### src/rtl/entity_table.sv
// -----------------------------------------------------------------------------
// entity_table
//   Entity register file behind the NIOS PIO entity interface. Holds
//   NUM_ENTITIES slots of {x, y, dir, active}. On each frame_tick a sweep FSM
//   walks every slot and steps each active one by STEP along its direction,
//   clamping it to the playfield. entity_read freezes the outputs so software
//   can read x and y without tearing.
//
//   Optional feature: define ENTITY_WRAP_EN to make motion wrap at the
//   playfield bounds instead of clamping.
//
// Ports
//   clk_clk           system clock
//   reset_reset_n     asynchronous reset, active low
//   frame_tick        one-cycle pulse per frame, starts a motion sweep
//   entity_select     slot index addressed by software
//   entity_read       level; rising edge snapshots the slot, high holds it
//   entity_write      level; rising edge writes dir/active
//   entity_place      level; rising edge writes x/y
//   entity_dir_in     direction: 0 up, 1 down, 2 left, 3 right
//   entity_active_in  active flag to write
//   entity_x_in       placement x
//   entity_y_in       placement y
//   entity_x/_y/_active/_dir  registered view of the selected slot
//   sweep_busy        high while the sweep FSM is in SWEEP
//   frame_overrun     sticky; frame_tick seen while a sweep was in progress
// -----------------------------------------------------------------------------
module entity_table #(
  parameter int unsigned NUM_ENTITIES = 8,
  parameter int unsigned SEL_W        = 3,
  parameter int unsigned COORD_W      = 10,
  parameter int unsigned STEP         = 1,
  parameter int unsigned X_MIN        = 0,
  parameter int unsigned X_MAX        = 639,
  parameter int unsigned Y_MIN        = 0,
  parameter int unsigned Y_MAX        = 479
) (
  input  logic               clk_clk,
  input  logic               reset_reset_n,
  input  logic               frame_tick,
  input  logic [SEL_W-1:0]   entity_select,
  input  logic               entity_read,
  input  logic               entity_write,
  input  logic               entity_place,
  input  logic [1:0]         entity_dir_in,
  input  logic               entity_active_in,
  input  logic [COORD_W-1:0] entity_x_in,
  input  logic [COORD_W-1:0] entity_y_in,
  output logic [COORD_W-1:0] entity_x,
  output logic [COORD_W-1:0] entity_y,
  output logic               entity_active,
  output logic [1:0]         entity_dir,
  output logic               sweep_busy,
  output logic               frame_overrun
);

  // One extra bit so an underflow below zero is visible.
  localparam int unsigned CW1 = COORD_W + 1;
  typedef logic [CW1-1:0]     wide_t;
  typedef logic [COORD_W-1:0] coord_t;

  localparam wide_t  STEP_W  = wide_t'(STEP);
  localparam wide_t  X_MIN_W = wide_t'(X_MIN);
  localparam wide_t  X_MAX_W = wide_t'(X_MAX);
  localparam wide_t  Y_MIN_W = wide_t'(Y_MIN);
  localparam wide_t  Y_MAX_W = wide_t'(Y_MAX);
  localparam coord_t X_MIN_C = coord_t'(X_MIN);
  localparam coord_t X_MAX_C = coord_t'(X_MAX);
  localparam coord_t Y_MIN_C = coord_t'(Y_MIN);
  localparam coord_t Y_MAX_C = coord_t'(Y_MAX);

  // Landing coordinate when a step crosses the low / high bound.
`ifdef ENTITY_WRAP_EN
  localparam coord_t X_UNDER = X_MAX_C;
  localparam coord_t X_OVER  = X_MIN_C;
  localparam coord_t Y_UNDER = Y_MAX_C;
  localparam coord_t Y_OVER  = Y_MIN_C;
`else
  localparam coord_t X_UNDER = X_MIN_C;
  localparam coord_t X_OVER  = X_MAX_C;
  localparam coord_t Y_UNDER = Y_MIN_C;
  localparam coord_t Y_OVER  = Y_MAX_C;
`endif

  typedef struct packed {
    coord_t     x;
    coord_t     y;
    logic [1:0] dir;
    logic       active;
  } slot_t;

  localparam slot_t RESET_SLOT = '{x: X_MIN_C, y: Y_MIN_C, dir: 2'd0, active: 1'b0};

  typedef enum logic [1:0] {
    S_IDLE  = 2'd0,
    S_SWEEP = 2'd1,
    S_DONE  = 2'd2
  } state_t;

  // Decrement one coordinate, substituting 'under' when it crosses 'lo'.
  function automatic coord_t step_dec(input coord_t c, input wide_t lo, input coord_t under);
    wide_t d;
    d = {1'b0, c} - STEP_W;
    if (d[COORD_W] || (d < lo)) step_dec = under;
    else                        step_dec = d[COORD_W-1:0];
  endfunction

  // Increment one coordinate, substituting 'over' when it crosses 'hi'.
  function automatic coord_t step_inc(input coord_t c, input wide_t hi, input coord_t over);
    wide_t s;
    s = {1'b0, c} + STEP_W;
    if (s > hi) step_inc = over;
    else        step_inc = s[COORD_W-1:0];
  endfunction

  // Slot after one motion step along its own direction.
  function automatic slot_t move(input slot_t s);
    move = s;
    case (s.dir)
      2'd0:    move.y = step_dec(s.y, Y_MIN_W, Y_UNDER);
      2'd1:    move.y = step_inc(s.y, Y_MAX_W, Y_OVER);
      2'd2:    move.x = step_dec(s.x, X_MIN_W, X_UNDER);
      default: move.x = step_inc(s.x, X_MAX_W, X_OVER);
    endcase
  endfunction

  state_t           state_q, state_d;
  logic [SEL_W-1:0] idx_q, idx_d;
  logic             step_en_c;
  logic             overrun_set_c;

  logic read_q, write_q, place_q;
  logic read_rise, write_rise, place_rise;

  slot_t slots_q [NUM_ENTITIES];
  slot_t slots_d [NUM_ENTITIES];
  slot_t sel_slot_c;

  assign read_rise  = entity_read  & ~read_q;
  assign write_rise = entity_write & ~write_q;
  assign place_rise = entity_place & ~place_q;

  // Sweep FSM state and index register.
  always_ff @(posedge clk_clk or negedge reset_reset_n) begin
    if (!reset_reset_n) begin
      state_q <= S_IDLE;
      idx_q   <= '0;
    end else begin
      state_q <= state_d;
      idx_q   <= idx_d;
    end
  end

  // Sweep FSM next state.
  always_comb begin
    state_d = state_q;
    idx_d   = idx_q;
    case (state_q)
      S_IDLE: begin
        if (frame_tick) begin
          state_d = S_SWEEP;
          idx_d   = '0;
        end
      end
      S_SWEEP: begin
        if (idx_q == SEL_W'(NUM_ENTITIES - 1)) state_d = S_DONE;
        else                                   idx_d   = idx_q + SEL_W'(1);
      end
      S_DONE:  state_d = S_IDLE;
      default: state_d = S_IDLE;
    endcase
  end

  // Sweep FSM decoded controls.
  always_comb begin
    step_en_c     = 1'b0;
    overrun_set_c = 1'b0;
    if (state_q == S_SWEEP) step_en_c = 1'b1;
    if (frame_tick && (state_q != S_IDLE)) overrun_set_c = 1'b1;
  end

  // Slot next values: sweep step first, then write (dir/active) and place (x/y)
  // override. The step reads the old dir/active; a place discards the step.
  always_comb begin
    for (int i = 0; i < NUM_ENTITIES; i++) begin
      slots_d[i] = slots_q[i];
      if (step_en_c && (idx_q == SEL_W'(i)) && slots_q[i].active)
        slots_d[i] = move(slots_q[i]);
      if (write_rise && (entity_select == SEL_W'(i))) begin
        slots_d[i].dir    = entity_dir_in;
        slots_d[i].active = entity_active_in;
      end
      if (place_rise && (entity_select == SEL_W'(i))) begin
        slots_d[i].x = entity_x_in;
        slots_d[i].y = entity_y_in;
      end
    end
  end

  // Slot storage.
  always_ff @(posedge clk_clk or negedge reset_reset_n) begin
    if (!reset_reset_n) begin
      for (int i = 0; i < NUM_ENTITIES; i++) slots_q[i] <= RESET_SLOT;
    end else begin
      for (int i = 0; i < NUM_ENTITIES; i++) slots_q[i] <= slots_d[i];
    end
  end

  // Selected-slot mux; unimplemented indices read as zero.
  always_comb begin
    sel_slot_c = '0;
    for (int i = 0; i < NUM_ENTITIES; i++) begin
      if (entity_select == SEL_W'(i)) sel_slot_c = slots_q[i];
    end
  end

  // PIO edge detectors.
  always_ff @(posedge clk_clk or negedge reset_reset_n) begin
    if (!reset_reset_n) begin
      read_q  <= 1'b0;
      write_q <= 1'b0;
      place_q <= 1'b0;
    end else begin
      read_q  <= entity_read;
      write_q <= entity_write;
      place_q <= entity_place;
    end
  end

  // Output registers: track live while read is low, snapshot on read rise,
  // then hold until read falls.
  always_ff @(posedge clk_clk or negedge reset_reset_n) begin
    if (!reset_reset_n) begin
      entity_x      <= '0;
      entity_y      <= '0;
      entity_active <= 1'b0;
      entity_dir    <= 2'd0;
    end else if (!entity_read || read_rise) begin
      entity_x      <= sel_slot_c.x;
      entity_y      <= sel_slot_c.y;
      entity_active <= sel_slot_c.active;
      entity_dir    <= sel_slot_c.dir;
    end
  end

  // Status registers.
  always_ff @(posedge clk_clk or negedge reset_reset_n) begin
    if (!reset_reset_n) begin
      sweep_busy    <= 1'b0;
      frame_overrun <= 1'b0;
    end else begin
      sweep_busy <= (state_d == S_SWEEP);
      if (overrun_set_c) frame_overrun <= 1'b1;
    end
  end

endmodule

### config.mk
export PLATFORM = sky130hd
export DESIGN_NAME = entity_table
export DESIGN_NICKNAME = d
export VERILOG_FILES = /design/src/rtl/entity_table.sv
export SDC_FILE = /design/constraint.sdc
export NUM_CORES = 1
export LEC_CHECK = 0
export CAP_MARGIN = 20
export CORE_AREA = 3 3 292 294
export CTS_CLUSTER_DIAMETER = 30
export DETAILED_ROUTE_END_ITERATION = 8
export DIE_AREA = 0 0 295 297
export PLACE_DENSITY = 0.41
export SYNTH_ARGS = -nofsm -noshare
export SYNTH_HDL_FRONTEND = slang
export SYNTH_SLANG_ARGS = --single-unit
### constraint.sdc
create_clock -name clk_clk -period 3.1 [get_ports clk_clk]
set_input_delay 0.31 -clock clk_clk [delete_from_list [all_inputs] [get_ports clk_clk]]
set_output_delay 0.31 -clock clk_clk [all_outputs]
set_load 0.05 [all_outputs]
==> results.txt <==
Mapped Area = 20600 sq um
Worst-Margin Slew = 1120 ps
Post-DP HPWL = 64700 um
first-pass GRT wire length = 137000 um
pwr dens = 1030 nW/um^2
cells after synthesis = 2852
syn nets = 2938
cell row count = 106
initial antenna violation count = 0
Slew HR = 25.0%
IO Count = 57
Area Growth Syn to Fin = 21.1%
Worst Setup End Kind = register
reg-to-reg slack, setup = 130 ps
Post-CTS Setup Bufs = 0
Die ar. = 87600 sq um
pin count of the biggest net entering global routing = 79
CTS H-tree depth = 3
initial drt markers = 1942
Slew Limit Fails = 0
Antenna Cells = 0
Inserted Clock Buffers = 76
Via-to-Cell Ratio = 5.73
EDFF count, synth = 0
Residual DRC = 0
initial core utilization = 24.8%
fin nets = 2942
vias = 22900
drt total wl = 90100 um
Setup Crit Path Kind = register to register
fill count = 8824
Reg clk slew, reported paths = 40 ps
endpoints failing setup = 0
synthesized flop and latch total = 217
CTS max path bufs = 3
Core Region = 83200 sq um
hold path start = entity_read
RePlAce Congestion = 0.898
Period minus WS final = 2970 ps
max-cap violations = 0
Post-DRT Antenna Nets = 0
Worst Hold Class = input pin to register
fraction of layout cells with a size suffix above 1 = 10.9%
TritonCTS Sinks = 217
Hold Slack = 230 ps
routed length per instance = 22.6 um
Worst Setup SP = slots_q[83]
TritonRoute pass-1 iters = 5
Leak = 9.51 nW
CTS Root Cell = clkbuf_16
worst r2r src = slots_q[83]
VDD IR max = 571 uV
Max Clk Rate = 337 MHz
die extent in y = 297 um
Data required, critical path = 3530 ps
CTS tree = yes
Synth Warn # = 0
outcome = completed
commonest register cell after synthesis = dfrtp_1
Yosys cell types = 97
Final Hold Fails = 0
grt ovf = 0
Global Route Usage Sum = 20.1%
clk_lat worst skew = 590 ps
crit path max fanout = 9
Arr. time, crit path = 3390 ps
vias in the first global route = 21800
clock skew = 24.7 ps
unrepaired setup endpoints after global routing = no
IO buf count = 56
Setup crit start kind = register
Async SR Flop Fraction = 100%
setup TNS = 0 ps
final period utilization = 95.7%
Mapped Avg Cell Area = 7.22 sq um
register area share after synthesis = 26.4%
Resized Gates After CTS = 0
end-of-flow core utilization = 30.0%
Die W = 295 um
layout make-up:
| type | instances | area, sq um | share of cell area [%] |
|---|---|---|---|
| clock inverters | 22 | 155 | 0.622 |
| flip-flops and latches | 217 | 5430 | 21.8 |
| clock buffers | 114 | 2280 | 9.14 |
| multi-input cells | 2310 | 13900 | 55.9 |
| well taps | 1080 | 1350 | 5.42 |
| inverters | 74 | 278 | 1.11 |
| repair buffers | 177 | 1510 | 6.06 |
synth_stat cells, drive strengths merged, types with 31 or more instances:
cell    instances  area (sq um)
nand2         305          1140
o21ai         277          1390
nor2          264           991
a21oi         239          1200
clkbuf        225           847
dfrtp         217          5430
nor3          118           591
nand3         114           571
a31oi          94           588
inv            74           278
or3            65           414
ha             54           676
nand4          52           325
mux2i          45           450
nand2b         42           263
o22ai          37           231
xnor2          37           324
nor4           31           213
critical path: stages, from the launching register on:
cell,delay [ps]
dfrtp_1,530
ha_1,370
a21oi_1,90
o21ai_0,160
a21boi_0,100
o21ai_0,280
o21ai_0,150
a211oi_1,940
a21oi_1,180
state kept, by name (all words and copies together) (netlist names):
name,flops
place_q,1
entity_dir,2
sweep_busy,1
entity_y,10
entity_active,1
frame_overrun,1
entity_x,10
write_q,1
read_q,1
state_q,2
slots_q,184
idx_q,3
where the power goes:
part	switching, W	total (W)	leakage, nW	internal (W)
Clock	0.00216	0.00723	1.19	0.00507
Sequential	0.00337	0.00735	2.48	0.00398
Combinational	0.00644	0.0110	5.83	0.00461
Total	0.0120	0.0256	9.51	0.0137
placed cells by master (no fill, tap or decap), types with 30 or more instances in the layout:
cell type	count
nand2b_1	42
nand4_1	52
or3_1	62
xnor2_1	37
a31oi_1	94
and3_1	30
o22ai_1	37
nor3_1	116
nand2_1	305
mux2i_1	45
nand3_1	114
a21oi_1	238
clkdlybuf4s50_1	52
ha_1	54
clkbuf_16	81
inv_1	74
o21ai_0	256
dfrtp_1	217
mux2_2	30
buf_4	116
nor2_1	264
metal layers:
metal	wire (um)	up-vias	share of wire, %	track usage (%)
li1	-	10600	-	-
met1	40400	11300	45	27.0
met2	41400	844	46	32.3
met3	4940	149	5.5	2.66
met4	3330	0	3.7	8.27
met5	0	-	0	0
path summary, 6_finish.rpt:
kind	to	cells past startpoint
max	slots_q[88]	8
min	read_q	1
max reg2reg	slots_q[88]	8
min reg2reg	frame_overrun	1
max in group asynchronous	slots_q[177]	3
min in group asynchronous	slots_q[26]	2
what timing repair did:
action                                  in CTS  in global routing
endpoints found under the hold margin       75                  0
hold buffers                                 1                  0
endpoints found under the setup margin       0                  0
metrics by stage:
stage / std cells / setup slack (ps) / area (sq um) / power (W)
finish: 3994 / 133 / 25000 / 0.0256
global route: 3994 / 41.1 / 25000 / 0.0275
CTS: 3994 / 273 / 25000 / 0.0256
detailed placement: 3857 / 205 / 22500 / 0.0182
global placement: 3857 / 210 / 22500 / 0.0181
floorplan: 2852 / 627 / 20600 / 0.0144
kinds of logic (layout without fill, tap and decap cells):
kind of cell    Yosys count  in the layout  synth area share, %
compound gates          943            943                 28.9
xor+xnor                 60             60                 2.55
fa+ha+maj                54             54                 3.28
buf+inv                 325            387                 6.02
flops                   217            217                 26.4
mux                      80             80                 4.37
simple gates           1173           1173                 28.5
Note: power is estimated with default switching activity, not from simulation.
